### config.mk
export PLATFORM = sky130hd
export DESIGN_NAME = fp_div_seq_flat
export DESIGN_NICKNAME = d
export VERILOG_FILES = /design/src/rtl/fp_div_seq_if.sv /design/src/rtl/fp_div_seq.sv /design/src/flat_wrapper.sv
export SDC_FILE = /design/constraint.sdc
export NUM_CORES = 1
export LEC_CHECK = 0
export BUFFER_PORTS_ARGS = -buffer_cell sky130_fd_sc_hd__buf_2
export CAP_MARGIN = 20
export CORE_MARGIN = 5
export CORE_UTILIZATION = 50
export CTS_CLUSTER_SIZE = 40
export DETAILED_ROUTE_END_ITERATION = 7
export PLACE_DENSITY = 0.66
export SYNTH_ARGS = -nofsm -noshare
export SYNTH_HDL_FRONTEND = slang
export SYNTH_SLANG_ARGS = --single-unit
### constraint.sdc
create_clock -name clk -period 6.5 [get_ports clk]
set_clock_uncertainty 0.2 [all_clocks]
set_input_delay 1.3 -clock clk [delete_from_list [all_inputs] [get_ports clk]]
set_output_delay 1.3 -clock clk [all_outputs]
set_load 0.05 [all_outputs]
### src/rtl/fp_div_seq_if.sv
// Request/response bundle for the sequential binary32 divider.
// The requester drives the master side; the divider sits on the slave side.
interface fp_div_seq_if;
  logic        start;
  logic [31:0] fp_X;
  logic [31:0] fp_Y;
  logic [2:0]  r_mode;
  logic        busy;
  logic        done;
  logic [31:0] fp_Z;
  logic        ovrf;
  logic        udrf;
  logic        dz;
  logic        nv;

  modport master (
    output start, fp_X, fp_Y, r_mode,
    input  busy, done, fp_Z, ovrf, udrf, dz, nv
  );

  modport slave (
    input  start, fp_X, fp_Y, r_mode,
    output busy, done, fp_Z, ovrf, udrf, dz, nv
  );
endinterface

### src/rtl/fp_div_seq.sv
// Sequential IEEE-754 binary32 divider: restoring radix-2 mantissa division,
// one quotient bit per cycle, fixed 28-cycle latency from accept to done.
module fp_div_seq (
  input  logic         clk,
  input  logic         rst,
  fp_div_seq_if.slave  bus
);

  typedef enum logic [1:0] {IDLE = 2'd0, DIV = 2'd1, ROUND = 2'd2, DONE = 2'd3} state_t;

  state_t      state_q, state_d;
  logic [4:0]  cnt_q, cnt_d;
  logic        accept, iter_en, round_en, publish, busy;

  logic [7:0]  ex, ey;
  logic [22:0] fx, fy;
  logic        zx, zy, inf_x, inf_y, nan_x, nan_y, sgn;
  logic        spc;
  logic [31:0] spc_z;
  logic [3:0]  spc_fl;

  logic [24:0]        rem_q;
  logic [23:0]        div_q;
  logic [25:0]        quo_q;
  logic signed [9:0]  exp_q;
  logic               sgn_q;
  logic [2:0]         rm_q;
  logic               spc_q;
  logic [31:0]        spc_z_q;
  logic [3:0]         spc_fl_q;
  logic [31:0]        res_q;
  logic [3:0]         res_fl_q;

  logic               ge;
  logic [23:0]        rem_sub;
  logic               q25, g, r, s, up;
  logic [22:0]        frac;
  logic [23:0]        frac_r;
  logic signed [9:0]  exp_n, exp_r;
  logic [31:0]        res_d;
  logic [3:0]         res_fl_d;

  logic [31:0] fp_z_q;
  logic [3:0]  fl_q;
  logic        done_q;

  function automatic logic round_up(input logic [2:0] rm, input logic sign,
                                    input logic lsb, input logic gb,
                                    input logic rb, input logic sb);
    logic inx;
    inx = gb | rb | sb;
    case (rm)
      3'b001:  round_up = 1'b0;
      3'b010:  round_up = inx & sign;
      3'b011:  round_up = inx & ~sign;
      3'b100:  round_up = gb;
      default: round_up = gb & (rb | sb | lsb);
    endcase
  endfunction

  function automatic logic [31:0] ovf_value(input logic [2:0] rm, input logic sign);
    logic to_inf;
    case (rm)
      3'b001:  to_inf = 1'b0;
      3'b010:  to_inf = sign;
      3'b011:  to_inf = ~sign;
      default: to_inf = 1'b1;
    endcase
    ovf_value = to_inf ? {sign, 8'hFF, 23'h0} : {sign, 31'h7F7FFFFF};
  endfunction

  assign ex    = bus.fp_X[30:23];
  assign ey    = bus.fp_Y[30:23];
  assign fx    = bus.fp_X[22:0];
  assign fy    = bus.fp_Y[22:0];
  assign sgn   = bus.fp_X[31] ^ bus.fp_Y[31];
  assign zx    = (ex == 8'h00);
  assign zy    = (ey == 8'h00);
  assign inf_x = (ex == 8'hFF) && (fx == 23'h0);
  assign inf_y = (ey == 8'hFF) && (fy == 23'h0);
  assign nan_x = (ex == 8'hFF) && (fx != 23'h0);
  assign nan_y = (ey == 8'hFF) && (fy != 23'h0);

  // Special-operand outcome, flags packed as {ovrf, udrf, dz, nv}; Inf/0 is Inf/finite.
  always_comb begin
    spc    = 1'b1;
    spc_z  = 32'h0;
    spc_fl = 4'b0000;
    if (nan_x || nan_y || (zx && zy) || (inf_x && inf_y)) begin
      spc_z  = 32'h7FC00000;
      spc_fl = 4'b0001;
    end else if (inf_x) begin
      spc_z  = {sgn, 8'hFF, 23'h0};
    end else if (zy) begin
      spc_z  = {sgn, 8'hFF, 23'h0};
      spc_fl = 4'b0010;
    end else if (inf_y || zx) begin
      spc_z  = {sgn, 31'h0};
    end else begin
      spc    = 1'b0;
    end
  end

  always_ff @(posedge clk or posedge rst) begin
    if (rst) begin
      state_q <= IDLE;
      cnt_q   <= 5'd0;
    end else begin
      state_q <= state_d;
      cnt_q   <= cnt_d;
    end
  end

  always_comb begin
    state_d = state_q;
    cnt_d   = cnt_q;
    case (state_q)
      IDLE: begin
        cnt_d = 5'd0;
        if (bus.start) state_d = DIV;
      end
      DIV: begin
        cnt_d = cnt_q + 5'd1;
        if (cnt_q == 5'd25) begin
          state_d = ROUND;
          cnt_d   = 5'd0;
        end
      end
      ROUND:   state_d = DONE;
      default: state_d = IDLE;
    endcase
  end

  always_comb begin
    busy     = (state_q != IDLE);
    accept   = (state_q == IDLE) && bus.start;
    iter_en  = (state_q == DIV);
    round_en = (state_q == ROUND);
    publish  = (state_q == DONE);
  end

  // Restoring step: remainder stays below twice the divisor, so 25 bits suffice.
  assign ge      = (rem_q >= {1'b0, div_q});
  assign rem_sub = ge ? 24'(rem_q - {1'b0, div_q}) : rem_q[23:0];

  assign q25   = quo_q[25];
  assign frac  = q25 ? quo_q[24:2] : quo_q[23:1];
  assign g     = q25 ? quo_q[1]    : quo_q[0];
  assign r     = q25 ? quo_q[0]    : 1'b0;
  assign s     = |rem_q;
  assign exp_n = q25 ? exp_q : exp_q - 10'sd1;
  assign up    = round_up(rm_q, sgn_q, frac[0], g, r, s);
  assign frac_r = {1'b0, frac} + {23'h0, up};
  assign exp_r = frac_r[23] ? exp_n + 10'sd1 : exp_n;

  always_comb begin
    res_d    = {sgn_q, exp_r[7:0], frac_r[22:0]};
    res_fl_d = 4'b0000;
    if (spc_q) begin
      res_d    = spc_z_q;
      res_fl_d = spc_fl_q;
    end else if (exp_r >= 10'sd255) begin
      res_d    = ovf_value(rm_q, sgn_q);
      res_fl_d = 4'b1000;
    end else if (exp_r <= 10'sd0) begin
      res_d    = {sgn_q, 31'h0};
      res_fl_d = 4'b0100;
    end
  end

  always_ff @(posedge clk) begin
    if (accept) begin
      rem_q    <= {2'b01, fx};
      div_q    <= {1'b1, fy};
      quo_q    <= 26'h0;
      exp_q    <= $signed({2'b00, ex}) - $signed({2'b00, ey}) + 10'sd127;
      sgn_q    <= sgn;
      rm_q     <= bus.r_mode;
      spc_q    <= spc;
      spc_z_q  <= spc_z;
      spc_fl_q <= spc_fl;
    end else if (iter_en) begin
      rem_q <= {rem_sub, 1'b0};
      quo_q <= {quo_q[24:0], ge};
    end else if (round_en) begin
      res_q    <= res_d;
      res_fl_q <= res_fl_d;
    end
  end

  always_ff @(posedge clk or posedge rst) begin
    if (rst) begin
      fp_z_q <= 32'h0;
      fl_q   <= 4'b0000;
      done_q <= 1'b0;
    end else begin
      done_q <= publish;
      if (publish) begin
        fp_z_q <= res_q;
        fl_q   <= res_fl_q;
      end
    end
  end

  assign bus.busy = busy;
  assign bus.done = done_q;
  assign bus.fp_Z = fp_z_q;
  assign bus.ovrf = fl_q[3];
  assign bus.udrf = fl_q[2];
  assign bus.dz   = fl_q[1];
  assign bus.nv   = fl_q[0];

endmodule

### src/flat_wrapper.sv
// flat-port wrapper written by rule: the top's interface ports become plain ports
module fp_div_seq_flat 
  (clk, rst, bus_start, bus_fp_X, bus_fp_Y, bus_r_mode, bus_busy, bus_done, bus_fp_Z, bus_ovrf, bus_udrf, bus_dz, bus_nv);
  fp_div_seq_if bus_i ();
  input  logic clk;
  input  logic rst;
  input wire logic [$bits(bus_i.start)-1:0] bus_start;
  input wire logic [$bits(bus_i.fp_X)-1:0] bus_fp_X;
  input wire logic [$bits(bus_i.fp_Y)-1:0] bus_fp_Y;
  input wire logic [$bits(bus_i.r_mode)-1:0] bus_r_mode;
  output wire logic [$bits(bus_i.busy)-1:0] bus_busy;
  output wire logic [$bits(bus_i.done)-1:0] bus_done;
  output wire logic [$bits(bus_i.fp_Z)-1:0] bus_fp_Z;
  output wire logic [$bits(bus_i.ovrf)-1:0] bus_ovrf;
  output wire logic [$bits(bus_i.udrf)-1:0] bus_udrf;
  output wire logic [$bits(bus_i.dz)-1:0] bus_dz;
  output wire logic [$bits(bus_i.nv)-1:0] bus_nv;
  assign bus_i.start = bus_start;
  assign bus_i.fp_X = bus_fp_X;
  assign bus_i.fp_Y = bus_fp_Y;
  assign bus_i.r_mode = bus_r_mode;
  assign bus_busy = bus_i.busy;
  assign bus_done = bus_i.done;
  assign bus_fp_Z = bus_i.fp_Z;
  assign bus_ovrf = bus_i.ovrf;
  assign bus_udrf = bus_i.udrf;
  assign bus_dz = bus_i.dz;
  assign bus_nv = bus_i.nv;
  fp_div_seq u_core (.clk(clk), .rst(rst), .bus(bus_i));
endmodule
## Word level (Yosys, flattened, before mapping)

Index checks and enable logic that the tools add are counted.

- Register bits: 203
- Bits of input ports: 70
- Output and inout bits: 38
- Word-level logic and storage cells: 108

- Add/subtract/negate cells: 7
- Order comparisons: 3
- Equal/unequal tests: 12
- Muxes and demuxes: 30
- Bitwise operators: 11
- Reduce and logical (&&, ||, !) cells: 26

Operators by type and width:

| kind | count |
|---|---|
| $mux W32 | 4 |
| $mux W23 | 3 |
| $mux W31 | 2 |
| $mux W24 | 2 |
| $logic_not A23 Y1 | 2 |
| $reduce_bool A23 Y1 | 2 |
| $ge A25 B24 Y1 | 1 |
| $reduce_or A25 Y1 | 1 |
| $add A23 B1 Y24 | 1 |
| $sub A24 B24 Y24 | 1 |
| $mux W10 | 2 |
| $eq A8 B8 Y1 const B | 2 |
| $logic_not A8 Y1 | 2 |
| $add A10 B2 Y10 const B | 1 |
| $add A10 B8 Y10 const B | 1 |
| $ge A10 B9 Y1 const B | 1 |
| $le A10 B1 Y1 const B | 1 |
| $pmux W5 S2 | 1 |
| $sub A10 B2 Y10 const B | 1 |
| $sub A8 B8 Y9 | 1 |
| $mux W4 | 2 |
| $logic_and A1 B1 Y1 | 7 |
| $eq A3 B2 Y1 const B | 2 |
| $mux W1 | 6 |
| 24 further kinds | 40 |

## Logic depth before layout (Yosys ltp)

- Word-level depth: 13
- Mapped depth: 21
- Depth with buffers taken out: 17

## Worst setup path after synthesis

Ideal clock, no wire load.

- Kind: reg-to-reg
- Start point: register u_core.quo_q[25]
- End point: register u_core.res_q[12] (data pin)
- Setup time: 267 ps
- Arrival time: 4,324 ps
- Data required time: 6,033 ps
- Slack: 1,709 ps
- Stages on the path, launching flop included: 20
- Buffers on the path: 6
- Cells stage by stage: dfxtp_1 buf_6 buf_4 buf_2 clkbuf_1 clkbuf_1 mux2_2 a21oi_1 nor2_1 ha_1 nand2_1 a2111o_1 nor4_1 o2111a_1 and3_2 mux2i_2 nor3_1 o21ai_0 buf_2 o31ai_2

- Word-level cells in the longest chain between the ends: 11
- Elaborated cells on any way between the ends: 20
- Classes of those cells: add/sub: 2; order compare: 2; mux: 9; bitwise: 7

Ends and longest elaborated chain:

| item | line | source |
|---|---|---|
| from (decl) | fp_div_seq.sv:24 | `logic [25:0] quo_q;` |
| from (signal assigned) | fp_div_seq.sv:184 | `quo_q <= {quo_q[24:0], ge};` |
| $mux W1 (on tied branches) | fp_div_seq.sv:149, fp_div_seq.sv:148 |  |
| $or A1 B1 Y1 (on tied branches) (2 in a row) | fp_div_seq.sv:57, fp_div_seq.sv:51 |  |
| $and A1 B1 Y1 (on tied branches) | fp_div_seq.sv:57, fp_div_seq.sv:54, fp_div_seq.sv:55 |  |
| $pmux W1 S4 | fp_div_seq.sv:52 | `case (rm)` |
| $add A23 B1 Y24 | fp_div_seq.sv:153 | `assign frac_r = {1'b0, frac} + {23'h0, up};` |
| $mux W10 | fp_div_seq.sv:154 | `assign exp_r = frac_r[23] ? exp_n + 10'sd1 : exp_n;` |
| $le A10 B1 Y1 | fp_div_seq.sv:165 | `end else if (exp_r <= 10'sd0) begin` |
| $mux W31 | fp_div_seq.sv:165 |  |
| $mux W31 (*) | fp_div_seq.sv:162 | `end else if (exp_r >= 10'sd255) begin` |
| $mux W32 (*) | fp_div_seq.sv:159 | `if (spc_q) begin` |
| to (signal assigned) | fp_div_seq.sv:186 | `res_q <= res_d;` |
| to (decl) | fp_div_seq.sv:31 | `logic [31:0] res_q;` |

Every way passes the cells marked *; elsewhere a longest branch is shown, timed or not.
A chain may end at the register's enable or synchronous reset.

## Final worst setup path

- Start point: register u_core.rem_q[4]
- End point: register u_core.res_q[16] (data pin)

- Word-level cells in the longest chain between the ends: 11
- Elaborated cells on any way between the ends: 15
- Classes of those cells: add/sub: 1; order compare: 2; mux: 5; bitwise: 6; reduce/logical: 1

Ends and longest elaborated chain:

| item | line | source |
|---|---|---|
| from (decl) | fp_div_seq.sv:22 | `logic [24:0] rem_q;` |
| from (signal assigned) | fp_div_seq.sv:173 | `rem_q <= {2'b01, fx};` |
| from (signal assigned) | fp_div_seq.sv:183 | `rem_q <= {rem_sub, 1'b0};` |
| $reduce_or A25 Y1 (*) | fp_div_seq.sv:150 | `assign s = \|rem_q;` |
| $or A1 B1 Y1 (2 in a row) | fp_div_seq.sv:57 | `default: round_up = gb & (rb \| sb \| lsb);` |
| $and A1 B1 Y1 | fp_div_seq.sv:57 |  |
| $pmux W1 S4 (*) | fp_div_seq.sv:52 |  |
| $add A23 B1 Y24 (*) | fp_div_seq.sv:153 |  |
| $mux W10 | fp_div_seq.sv:154 |  |
| $le A10 B1 Y1 | fp_div_seq.sv:165 |  |
| $mux W31 | fp_div_seq.sv:165 |  |
| $mux W31 (*) | fp_div_seq.sv:162 |  |
| $mux W32 (*) | fp_div_seq.sv:159 |  |

Marks and branches as above.

==> impl_metrics.ini <==
[outcome]
status = finished, final reports clean

[synth]
syn_area_sq_um = 10100
synth_nets = 1097
netlist_instances = 983
avgSynthCellArea_sq_um = 10.3
synth_top_area_share_pct = 30.1
synth_edf_count = 101
synthTopCellsByCount = edfxtp_1, nor2_1, inv_1, nand2_1, mux2i_1
yosys.area.top_type = edfxtp_1
synth_area_leaders = edfxtp_1, dfrtp_1, dfxtp_1
synth_top_flop_cell = edfxtp_1
synth_warnings = 0
ys_seq_elements = 173
synth.distinct_cells = 77
synthArstFlopShare_pct = 25.4
synth_most_common_cell = edfxtp_1
synth.yosys.seq_area_share_pct = 46.5

[timing]
min_period_ps = 5160
tns_ps = 0
whs_ps = 273
clock.fmax_mhz = 194
hold_viol_final = 0
slew_viol_final = 0
fin_ws_ps = 1340
slew_headroom_pct = 34.6
post-route-period-util_pct = 79.4
worstMarginPinSlew_ps = 968
grt_setup_unrepaired = false
finalSetupViolCount = 0

[worst_setup_path]
critical_path.max_fanout = 24
crit_path_end_kind = register
arrival_ps = 5230
worst-setup-path-type = reg2reg
startpoint_type = register
crit_required_ps = 6570

[placement]
hpwl_um = 15900
pre_cts_slack_ps = 1160
place.gp.congestion = 0.902
place_inst = 1324
port-buffer-count = 107

[routing]
routedWlPerCell_um = 15.7
wirelength_um = 21400
drc = 0
vias = 7539
drt_first_pass_iters = 6
drt_iter0_drc = 404
avgViaCountPerCell = 5.54
ant_nets = 0

[clock_network]
clk_latency_ps = 430
cts_hold_buf = 0
clk_path_buf_depth = 2
cts-resized-gates = 0
cts-root-buf = clkbuf_16
htreeDepth = 4
cts_made_buffers = 17
cts_setup_buffers = 0
clk_pin_slew_ps = 70
clock_sinks = 173
cts_tree = yes

[floorplan]
pin_count = 108
die_h_um = 152
core.rowCount = 52
fp.dieW_um = 152
core_area_sq_um = 20000
dieArea_sq_um = 23100
initial_core_util_pct = 50.4

[power]
peakVddDrop_mv = 0.234
leakage_nw = 4.64
totalPowerFinal_mw = 5.58
p_per_area_nw_per_um2 = 486

[final_layout]
n_antenna_cell = 0
instances_no_fill = 1360
fill_cells = 1744
area_growth_pct = 13.6
drive_above_1_share_pct = 19.9
fin_nets = 1191

[min_path]
hold_class = reg2reg

[run]
cap_viol_max_count = 0

[grt]
grt_usage_pct = 18.6
grt_pass1_wl_um = 36100
overflow = 0
antenna_found_initial = 0
grt_pass1_vias = 7169
grt_max_degree = 63
[routing by layer]
metal	vias to the layer above	global-route usage [%]	part of all wire (%)
met4	0	4.75	1.5
met1	3548	26.3	48
met3	23	4.18	4.9
met2	191	29.2	46
li1	3777	-	-
met5	-	0	0
[sequential cells by signal, indices dropped and copies added (netlist names), 4 cells and up]
signal           cells
u_core.exp_q        10
u_core.quo_q        26
u_core.res_fl_q      4
u_core.rem_q        25
u_core.res_q        32
u_core.cnt_q         5
u_core.bus.fp_Z     32
u_core.fl_q          4
u_core.div_q        23
[power breakdown]
part	internal, mW	switching (mW)	total [mW]
clock	0.504	0.467	0.972
sequential	1.67	0.246	1.92
combinational	1.03	1.66	2.69
total	3.21	2.37	5.58
[worst paths after layout]
kind | from | end | slack, ps | cells past startpoint
hold reg to reg | u_core.res_q[21]$_SDFFCE_PP0P_ | u_core.bus.fp_Z[21]$_DFFE_PP0P_ | 270 | 1
hold / removal | u_core.res_q[21]$_SDFFCE_PP0P_ | u_core.bus.fp_Z[21]$_DFFE_PP0P_ | 270 | 1
setup reg to reg | u_core.rem_q[4]$_DFFE_PP_ | u_core.res_q[16]$_SDFFCE_PP0P_ | 1340 | 17
setup / recovery | u_core.rem_q[4]$_DFFE_PP_ | u_core.res_q[16]$_SDFFCE_PP0P_ | 1340 | 17
max in group asynchronous | rst | u_core.bus.fp_Z[31]$_DFFE_PP0P_ | 5170 | 3
min in group asynchronous | rst | u_core.bus.done$_DFF_PP0_ | 510 | 2
[worst max-delay path, cell delays in order (launching register included)]
cell and delay [ps]:
edfxtp_1 410, or4_1 560, a2111oi_0 290, nand4_1 160, or3_1 380, maj3_1 360
a21oi_1 170, nor2_1 80, ha_1 200, nand2_1 90, a2111o_1 260, nor4_1 130
o2111a_1 180, a22oi_1 220, xnor2_1 180, and3b_1 220, or4_4 600, o31ai_2 290
[through the flow]
step | cell area (sq um) | util, %
after floorplan | 10100 | -
after global placement | 10800 | 54.0
after detailed placement | 10800 | 54.0
after CTS | 11400 | 56.8
after global routing | 11500 | 57.2
final | 11500 | 57.2
[area by class of cell]
| class | count | area (sq um) | area share (%) |
|---|---|---|---|
| clock inverters | 14 | 126 | 1.10 |
| clock buffers | 18 | 429 | 3.74 |
| multi-input cells | 699 | 4950 | 43.2 |
| repair buffers | 116 | 661 | 5.76 |
| inverters | 70 | 263 | 2.29 |
| flip-flops and latches | 173 | 4700 | 40.9 |
| well taps | 270 | 338 | 2.95 |
[placed cells by master, fill, tap and decap left out, types with 37 or more instances in the layout]
master and instances:
mux2i_1 53, inv_1 68, mux2_2 41, nand2_1 67
dfrtp_1 44, buf_2 107, nor2_1 96, edfxtp_1 101
xnor2_1 37, ha_1 41, a21oi_1 52
[cells by family (layout without fill, tap and decap cells)]
| kind of cell | count (synthesis) | after routing | share of synthesized area (%) |
|---|---|---|---|
| and+or+nand+nor | 296 | 296 | 14.6 |
| AOI/OAI and AO/OA | 204 | 204 | 13.4 |
| DFF | 173 | 173 | 46.5 |
| buffers and inverters | 111 | 218 | 4.59 |
| muxes | 95 | 95 | 9.97 |
| xor gates and xnor gates | 59 | 59 | 5.20 |
| adders and majority gates | 45 | 45 | 5.70 |
No activity file was read; power rests on OpenSTA's default activity.
